**config.mk**
```make
export PLATFORM = sky130hd
export DESIGN_NAME = csr_trap_unit
export DESIGN_NICKNAME = d
export VERILOG_FILES = /design/src/rtl/csr_trap_unit.sv
export SDC_FILE = /design/constraint.sdc
export NUM_CORES = 2
export LEC_CHECK = 0
export BUFFER_PORTS_ARGS = -buffer_cell sky130_fd_sc_hd__buf_2
export CAP_MARGIN = 5
export CELL_PAD_IN_SITES_DETAIL_PLACEMENT = 0
export CELL_PAD_IN_SITES_GLOBAL_PLACEMENT = 1
export CORE_ASPECT_RATIO = 0.7
export CORE_MARGIN = 2
export CORE_UTILIZATION = 30
export CTS_CLUSTER_DIAMETER = 150
export DETAILED_ROUTE_END_ITERATION = 8
export MAX_ROUTING_LAYER = met4
export PLACE_DENSITY_LB_ADDON = 0.1
export SYNTH_ARGS = -nofsm -noshare
export SYNTH_HDL_FRONTEND = slang
export SYNTH_SLANG_ARGS = --single-unit
```
**constraint.sdc**
```tcl
create_clock -name clk -period 3.2 [get_ports clk]
set_clock_uncertainty 0.2 [all_clocks]
set_input_delay 0.64 -clock clk [delete_from_list [all_inputs] [get_ports clk]]
set_output_delay 0.64 -clock clk [all_outputs]
set_load 0.03 [all_outputs]
```
**src/rtl/csr_trap_unit.sv**
```systemverilog
`default_nettype none
// ======================================================================
// csr_trap_unit : machine/supervisor CSR file with trap entry/return FSM
// Rev 1.0
// ======================================================================
module csr_trap_unit #(
   parameter int              XLEN        = 64,
   parameter logic [XLEN-1:0] RESET_MTVEC = '0
) (
   input  logic            clk,
   input  logic            rst,
   input  logic            csrunitin_valid,
   input  logic [31:0]     csrunitin_inst,
   input  logic            csrunitin_csr_write,
   input  logic            csrunitin_is_mret,
   input  logic            csrunitin_is_sret,
   input  logic [XLEN-1:0] csrunitin_pc,
   input  logic [XLEN-1:0] csrunitin_rs1_data,
   output logic [XLEN-1:0] csrunitout_rdata,
   output logic            csrunitout_stall,
   output logic            csrunitout_redirect,
   output logic [XLEN-1:0] csrunitout_redirect_pc,
   output logic [1:0]      csrunitout_priv,
   output logic [XLEN-1:0] csrunitout_satp
);

   localparam logic [11:0] ADDR_SSTATUS = 12'h100;
   localparam logic [11:0] ADDR_STVEC   = 12'h105;
   localparam logic [11:0] ADDR_SEPC    = 12'h141;
   localparam logic [11:0] ADDR_SCAUSE  = 12'h142;
   localparam logic [11:0] ADDR_SATP    = 12'h180;
   localparam logic [11:0] ADDR_MSTATUS = 12'h300;
   localparam logic [11:0] ADDR_MTVEC   = 12'h305;
   localparam logic [11:0] ADDR_MEPC    = 12'h341;
   localparam logic [11:0] ADDR_MCAUSE  = 12'h342;

   localparam logic [31:0] INST_ECALL = 32'h0000_0073;
   localparam logic [31:0] INST_UNIMP = 32'hc000_1073;

   localparam int BIT_SIE  = 1;
   localparam int BIT_MIE  = 3;
   localparam int BIT_SPIE = 5;
   localparam int BIT_MPIE = 7;
   localparam int BIT_SPP  = 8;
   localparam int BIT_MPP0 = 11;
   localparam int BIT_MPP1 = 12;

   localparam logic [XLEN-1:0] SSTATUS_MASK = {{(XLEN-12){1'b0}}, 12'h122};

   typedef enum logic [1:0] {
      ST_IDLE     = 2'd0,
      ST_EXEC     = 2'd1,
      ST_REDIRECT = 2'd2
   } state_t;

   typedef enum logic [1:0] {
      EV_NONE = 2'd0,
      EV_TRAP = 2'd1,
      EV_MRET = 2'd2,
      EV_SRET = 2'd3
   } event_t;

   state_t          state;
   event_t          ev_kind;
   logic [XLEN-1:0] ev_pc;
   logic [3:0]      ev_cause;

   logic [XLEN-1:0] mstatus, mtvec, mepc, mcause;
   logic [XLEN-1:0] stvec, sepc, scause, satp;
   logic [1:0]      priv;
   logic            redirect;
   logic [XLEN-1:0] redirect_pc;

   logic [11:0]     csr_addr;
   logic [2:0]      funct3;
   logic [4:0]      zimm;
   logic            is_ecall, is_unimp;
   logic            ev_trap, ev_ret, accept;
   logic            csr_op, csr_we;
   logic [XLEN-1:0] rdata, src, new_val, new_val_al;
   logic [XLEN-1:0] mstatus_trap, mstatus_mret, mstatus_sret;

   assign csr_addr = csrunitin_inst[31:20];
   assign funct3   = csrunitin_inst[14:12];
   assign zimm     = csrunitin_inst[19:15];

   assign is_ecall = (csrunitin_inst == INST_ECALL);
   assign is_unimp = (csrunitin_inst == INST_UNIMP);
   assign ev_trap  = csrunitin_valid & csrunitin_csr_write & (is_ecall | is_unimp);
   assign ev_ret   = csrunitin_valid & (csrunitin_is_mret | csrunitin_is_sret);
   assign accept   = (state == ST_IDLE) & (ev_trap | ev_ret);

   // unimp encodes as a csrrw; trap/return decoding takes priority over the CSR access
   assign csr_op = (state == ST_IDLE) & csrunitin_valid & csrunitin_csr_write
                 & ~ev_trap & ~ev_ret & (funct3[1:0] != 2'b00);
   assign csr_we = csr_op & ((funct3[1:0] == 2'b01) | (zimm != 5'd0));

   always_comb begin
      rdata = '0;
      case (csr_addr)
         ADDR_MSTATUS: rdata = mstatus;
         ADDR_SSTATUS: rdata = mstatus & SSTATUS_MASK;
         ADDR_MTVEC:   rdata = mtvec;
         ADDR_MEPC:    rdata = mepc;
         ADDR_MCAUSE:  rdata = mcause;
         ADDR_STVEC:   rdata = stvec;
         ADDR_SEPC:    rdata = sepc;
         ADDR_SCAUSE:  rdata = scause;
         ADDR_SATP:    rdata = satp;
         default:      rdata = '0;
      endcase
   end

   always_comb begin
      src = funct3[2] ? {{(XLEN-5){1'b0}}, zimm} : csrunitin_rs1_data;
      case (funct3[1:0])
         2'b01:   new_val = src;
         2'b10:   new_val = rdata | src;
         default: new_val = rdata & ~src;
      endcase
      new_val_al = {new_val[XLEN-1:2], 2'b00};
   end

   always_comb begin
      mstatus_trap                        = mstatus;
      mstatus_trap[BIT_MPIE]              = mstatus[BIT_MIE];
      mstatus_trap[BIT_MIE]               = 1'b0;
      mstatus_trap[BIT_MPP1:BIT_MPP0]     = priv;

      mstatus_mret                        = mstatus;
      mstatus_mret[BIT_MIE]               = mstatus[BIT_MPIE];
      mstatus_mret[BIT_MPIE]              = 1'b1;
      mstatus_mret[BIT_MPP1:BIT_MPP0]     = 2'b00;

      mstatus_sret                        = mstatus;
      mstatus_sret[BIT_SIE]               = mstatus[BIT_SPIE];
      mstatus_sret[BIT_SPIE]              = 1'b1;
      mstatus_sret[BIT_SPP]               = 1'b0;
   end

   always_ff @(posedge clk) begin
      if (rst) begin
         state       <= ST_IDLE;
         ev_kind     <= EV_NONE;
         ev_pc       <= '0;
         ev_cause    <= 4'd0;
         mstatus     <= '0;
         mtvec       <= RESET_MTVEC;
         mepc        <= '0;
         mcause      <= '0;
         stvec       <= '0;
         sepc        <= '0;
         scause      <= '0;
         satp        <= '0;
         priv        <= 2'd3;
         redirect    <= 1'b0;
         redirect_pc <= '0;
      end else begin
         redirect    <= 1'b0;
         redirect_pc <= '0;
         case (state)
            ST_IDLE: begin
               if (accept) begin
                  state    <= ST_EXEC;
                  ev_pc    <= csrunitin_pc;
                  ev_kind  <= ev_trap ? EV_TRAP : (csrunitin_is_mret ? EV_MRET : EV_SRET);
                  // ecall cause is 8 + privilege (8, 9, 11); unimp is illegal instruction
                  ev_cause <= is_ecall ? {2'b10, priv} : 4'd2;
               end else if (csr_we) begin
                  case (csr_addr)
                     ADDR_MSTATUS: mstatus <= new_val;
                     ADDR_SSTATUS: mstatus <= (mstatus & ~SSTATUS_MASK) | (new_val & SSTATUS_MASK);
                     ADDR_MTVEC:   mtvec   <= new_val_al;
                     ADDR_MEPC:    mepc    <= new_val_al;
                     ADDR_MCAUSE:  mcause  <= new_val;
                     ADDR_STVEC:   stvec   <= new_val_al;
                     ADDR_SEPC:    sepc    <= new_val_al;
                     ADDR_SCAUSE:  scause  <= new_val;
                     ADDR_SATP:    satp    <= new_val;
                     default: ;
                  endcase
               end
            end
            ST_EXEC: begin
               state    <= ST_REDIRECT;
               redirect <= 1'b1;
               case (ev_kind)
                  EV_TRAP: begin
                     mepc        <= ev_pc;
                     mcause      <= {{(XLEN-4){1'b0}}, ev_cause};
                     mstatus     <= mstatus_trap;
                     priv        <= 2'd3;
                     redirect_pc <= mtvec;
                  end
                  EV_MRET: begin
                     mstatus     <= mstatus_mret;
                     priv        <= mstatus[BIT_MPP1:BIT_MPP0];
                     redirect_pc <= mepc;
                  end
                  EV_SRET: begin
                     mstatus     <= mstatus_sret;
                     priv        <= {1'b0, mstatus[BIT_SPP]};
                     redirect_pc <= sepc;
                  end
                  default: ;
               endcase
            end
            ST_REDIRECT: state <= ST_IDLE;
            default:     state <= ST_IDLE;
         endcase
      end
   end

   assign csrunitout_rdata       = rdata;
   assign csrunitout_stall       = accept | (state == ST_EXEC);
   assign csrunitout_redirect    = redirect;
   assign csrunitout_redirect_pc = redirect_pc;
   assign csrunitout_priv        = priv;
   assign csrunitout_satp        = satp;

endmodule
`default_nettype wire

```
; Yosys cells after proc, flatten, opt, wreduce, memory -nomap -nowiden
; Index checks and enable logic that the tools add are counted.
[word_totals]
ff_bits = 645
in_bits = 166
out_inout_bits = 196
elab_cells = 114
[classes]
n_eq_ne = 29
muxes = 26
bitwise = 23
reduce_logical = 19
[op_table]
columns = cell, count
row1 = $mux W64, 11
row2 = $pmux W64 S2, 5
row3 = $pmux W64 S9, 1
row4 = $pmux W64 S3, 1
row5 = $and A64 B64 Y64, 1
row6 = $not A64 Y64, 1
row7 = $or A64 B64 Y64, 1
row8 = $or A64 B9 Y64, 1
row9 = $eq A12 B9 Y1 const B, 5
row10 = $eq A12 B10 Y1 const B, 4
row11 = $pmux W13 S3, 1
row12 = $eq A32 B32 Y1 const B, 1
row13 = $eq A32 B7 Y1 const B, 1
row14 = $reduce_and A4 Y1, 5
row15 = $reduce_and A5 Y1, 3
row16 = $ne A2 B2 Y1 const B, 6
row17 = $and A1 B1 Y1, 10
row18 = $ne A2 B1 Y1 const B, 4
row19 = $reduce_and A7 Y1, 1
row20 = $eq A2 B1 Y1 const B, 3
row21 = $eq A2 B2 Y1 const B, 3
row22 = $ne A3 B1 Y1 const B, 2
row23 = $pmux W2 S3, 1
row24 = $reduce_and A6 Y1, 1
row25 = other kinds (12), 24

; Longest topological paths before layout
[logic_depth]
ltp_word = 11
ltp_mapped = 12
ltp_nobuf = 9

; Worst setup path before layout
; Ideal clock, no wire load.
[synth_timing]
path_kind = input port to output port
startpoint = input port csrunitin_inst[21]
endpoint = output port csrunitout_rdata[22]
arrival_time_ns = 2.490
t_required_ns = 2.360
slack_ns = -0.130
stages = 8
path_buffers = 5
path_cell_list = buf_2 -> nor2b_1 -> buf_2 -> buf_2 -> buf_2 -> buf_2 -> nand3_1 -> o21ai_0
[synth_between]
elab_chain_cells = 2
word_cells_on_any_way = 10
classes_between = eq/ne: 9 / mux: 1
[synth_lines]
columns = element, line_no
row1 = "start, declared", 13  ; input logic [31:0] csrunitin_inst,
row2 = $eq A12 B9 Y1 or $eq A12 B10 Y1 (tied branches), 100  ; case (csr_addr)
row3 = $pmux W64 S9 (*), 100
row4 = "end, declared", 19  ; output logic [XLEN-1:0] csrunitout_rdata,
; Every way passes the cells marked *; elsewhere a longest branch is shown, timed or not.

; Worst setup path after layout
[layout_timing]
startpoint = input port csrunitin_inst[22]
endpoint = output port csrunitout_rdata[41]
; Same word-level chain as after synthesis.

==> reports/metrics.csv <==
metric,value,unit
top post-synthesis cells by area,"dfxtp_1 44%, a21oi_1 5.2%, a211oi_1 5.0%",
max-slew violations,0,
PortBufs,361,
"EDFF count, synth",0,
Worst Hold Launch,csrunitin_pc[25],
clk_lat worst skew,0.65,ns
First DRT Iteration DRCs,3215,
yosys warns,0,
first-pass GRT wire length,210,mm
maximum root-to-sink buffer count,3,
gp weighted congestion,0.884,
CTS Sinks,644,
syn_area_per_cell,8.73,sq um
complex-gate fraction of the synthesized area,27.1,%
HP Class,input port to flop,
net switching power,4.98,mW
Worst Setup SP,csrunitin_inst[22],
crit path to,csrunitout_rdata[41],
"commonest non-fill, non-tap cell in the layout",dfxtp_1,
family with the most delay on the worst path,buffers and inverters,
drt pass-1 iters,7,
vias in the first global route,28800,
"FFs w/ async S/R, synth",0,%
R2R depth,10,
Tmin final,3.41,ns
Worst R2R End,mstatus[16]$_SDFFE_PP0P_,
Post-Synth XOR/XNOR Area,0.0301,%
critical path peak fanout,6,
Residual DRC,0,
via count,30100,
Layout Utilization,42.7,%
core area,0.0960,sq mm
Cell Pwr Density,454,mW/mm^2
post-DR wirelength/cell,28.7,um
initial core utilization,30.3,%
Die Span Y,264,um
nets@finish,4124,
maximum vdd drop,0.000306,V
final non-filler cell total,5274,
Final WS setup,-0.215,ns
crit path kind,input port to primary output,
Tightest Pin Transition,1.18,ns
Worst setup EP type,primary output,
DP Area,0.0354,sq mm
Worst EP arrival,2.57,ns
internal power,13.7,mW
violated checks,setup timing,
IO Count,362,
combinational power share,9.7,%
share of layout cells above drive strength 1,33.4,%
Site Rows,95,
CTS tree,done,
initial antenna violation count,4,
final instance area,0.0410,sq mm
largest family of logic cells by synthesized area,compound AO/OA/AOI/OAI gates,
TritonCTS Buffers,74,
fmax,293,MHz
largest net degree at the start of global routing,102,
post-synthesis mux area share,7.55,%
sw frac,26.7,%
detailed-placement wirelength estimate,99.5,mm
H-Tree Depth,3,
Leak,15.8,nW
Simple-Gate Fraction of Synth Area,15.4,%
outcome,"finished, violations left",
share of Yosys cell area claimed by the top area cell type,44.3,%
Worst path slowest cell,nor4_4,
synthesis-stage register bit count,644,
register area share after synthesis,44.3,%
CP Buf/Inv Count,8,
Worst setup SP type,input port,
"Reg clk slew, reported paths",0.06,ns
synthesized instance count,3331,
Seq pwr share,43.7,%
area grow syn2layout,41.0,%
cell count along the critical path,13,
ANT nets after route,0,
Clk pwr share,46.6,%
"commonest cells after routing, fill and taps aside","642 x dfxtp_1, 333 x nor2_1, 327 x nand2_1",
syn nets,3500,
Synth Flop Type,dfxtp_1,
Reg-to-Reg Start,state[1]$_SDFFE_PP0P_,
grt total ovfl,0,
Adder-Cell Fraction of Synth Area,0.129,%
max-cap violation count,0,
Power Total,18.6,mW
Worst slew margin,21.2,%
Yosys top cell by area,dfxtp_1,
final setup vio count,64,
post-synthesis cell type count,102,
gr usage total,29.7,%
final worst-path cycle share,107,%
"reg-to-reg slack, setup",0.03,ns
post-DR vias/cell,5.71,
CTS Root Cell,clkbuf_16,
drt total wl,152,mm
CP peak stage delay,0.28,ns
Post-Place Worst Slack,-0.606,ns
RSZ-0062 raised after global routing,true,
Die Area,0.0995,sq mm
required time of the critical path,2.36,ns
"critical path, cell by cell",buf_12 > buf_8 > buf_12 > nor4_4 > buf_4 > buf_8 > buf_16 > nand4b_1 > o22ai_2 > a311oi_1 > o211ai_1 > buf_4 > buf_6,
Post-Syn Area,0.0291,sq mm
"Hold Vio Cnt, Final",0,
Die X,376,um
placed insts,5024,
-- Yosys cell counts, types with 8 or more instances --
master	number
or2_2	16
buf_1	20
a21oi_1	302
nand4_1	46
a31oi_2	14
a31oi_4	11
a211oi_1	195
and4_1	18
nor3_1	27
clkbuf_1	179
a211o_1	8
a32oi_1	9
o21ai_1	16
inv_1	24
nor2_1	342
mux2_2	90
o211ai_1	20
a221o_1	12
and3_1	8
a31oi_1	27
o22ai_1	35
nand2_1	346
o2bb2ai_1	9
o21ai_0	273
buf_4	18
nor2b_1	17
o221ai_1	37
buf_2	88
nor4_1	11
dfxtp_1	644
nand3_1	37
mux2i_1	117
buf_6	14
o31ai_1	13
a221oi_1	24
a22oi_1	102
-- logic make-up (layout without fill, tap and decap cells) --
family                   Yosys count  count (layout)
AO/OA/AOI/OAI                   1180            1180
AND/OR/NAND/NOR                  949             949
flip-flops                       644             644
buffers and inverters            346            1027
multiplexers                     208             208
adder cells (fa/ha/maj)            3               3
XOR/XNOR                           1               1
other                              0               1
-- sequential cells by signal, summed over array words and instances, names as in the netlist --
signal                  cells
ev_cause                    3
ev_kind                     2
csrunitout_priv             2
ev_pc                      64
csrunitout_redirect_pc     64
stvec                      62
mtvec                      62
state                       2
sepc                       62
scause                     64
csrunitout_redirect         1
mepc                       64
mcause                     64
csrunitout_satp            64
mstatus                    64
-- routing by layer --
layer,GRT usage (%),part of all wire (%),routed length [um]
met3,4.27,7.5,11400
met1,41.4,46,69600
met4,8.12,3.0,4570
met5,-,0,0
met2,44.6,44,65900
-- layout make-up --
| class | count | area, sq um |
|---|---|---|
| Tap cell | 1261 | 1580 |
| Clock buffer | 108 | 2160 |
| Clock inverter | 25 | 245 |
| Sequential cell | 644 | 12900 |
| Timing Repair Buffer | 868 | 8170 |
| Inverter | 26 | 106 |
| Fill cell | 9470 | 55000 |
| Antenna cell | 1 | 2.50 |
| Multi-Input combinational cell | 2341 | 15800 |
-- worst min path at each step --
stage / cells past startpoint / endpoint / slack (ns)
after global placement: 2 / mcause[38]$_SDFFE_PP0P_ / 0.23
after detailed placement: 2 / mcause[63]$_SDFFE_PP0P_ / 0.24
after floorplan: 2 / mcause[6]$_SDFFE_PP0P_ / 0.22
after CTS: 3 / ev_pc[44]$_SDFFE_PP0P_ / 0.004
final: 3 / ev_pc[25]$_SDFFE_PP0P_ / 0.03
after global routing: 3 / ev_pc[57]$_SDFFE_PP0P_ / 0.02
-- what timing repair did --
item	4_1_cts	5_1_grt
pin swaps	57	75
buffers inserted	51	54
resized for setup	298	144
setup endpoints to repair	65	65
hold buffers	0	0
hold endpoints to repair	0	0
gates cloned	5	11
-- worst min-delay path, delay by kind of cell --
| kind | cells | cell delay (ns) |
|---|---|---|
| buf+inv | 1 | 0.10 |
| simple gates | 1 | 0.04 |
| compound gates | 1 | 0.05 |
-- through the flow --
stage,setup TNS [ns],hold slack (ns)
after detailed placement,-142.89,0.240
final,-8.77,0.0275
after global placement,-138.40,0.229
after CTS,-5.94,0.00374
after global routing,-10.36,0.0245
after floorplan,-0.652,0.218
-- power by group through the flow --
stage,clock network (mW),logic [mW],registers (mW)
3_5_place_dp,0,1.65,8.32
6_report,8.68,1.80,8.14
5_1_grt,9.15,1.88,8.14
4_1_cts,8.81,1.72,8.14
3_3_place_gp,0,1.64,8.32
2_1_floorplan,0,0.770,8.29
(Power assumes the default switching activity.)
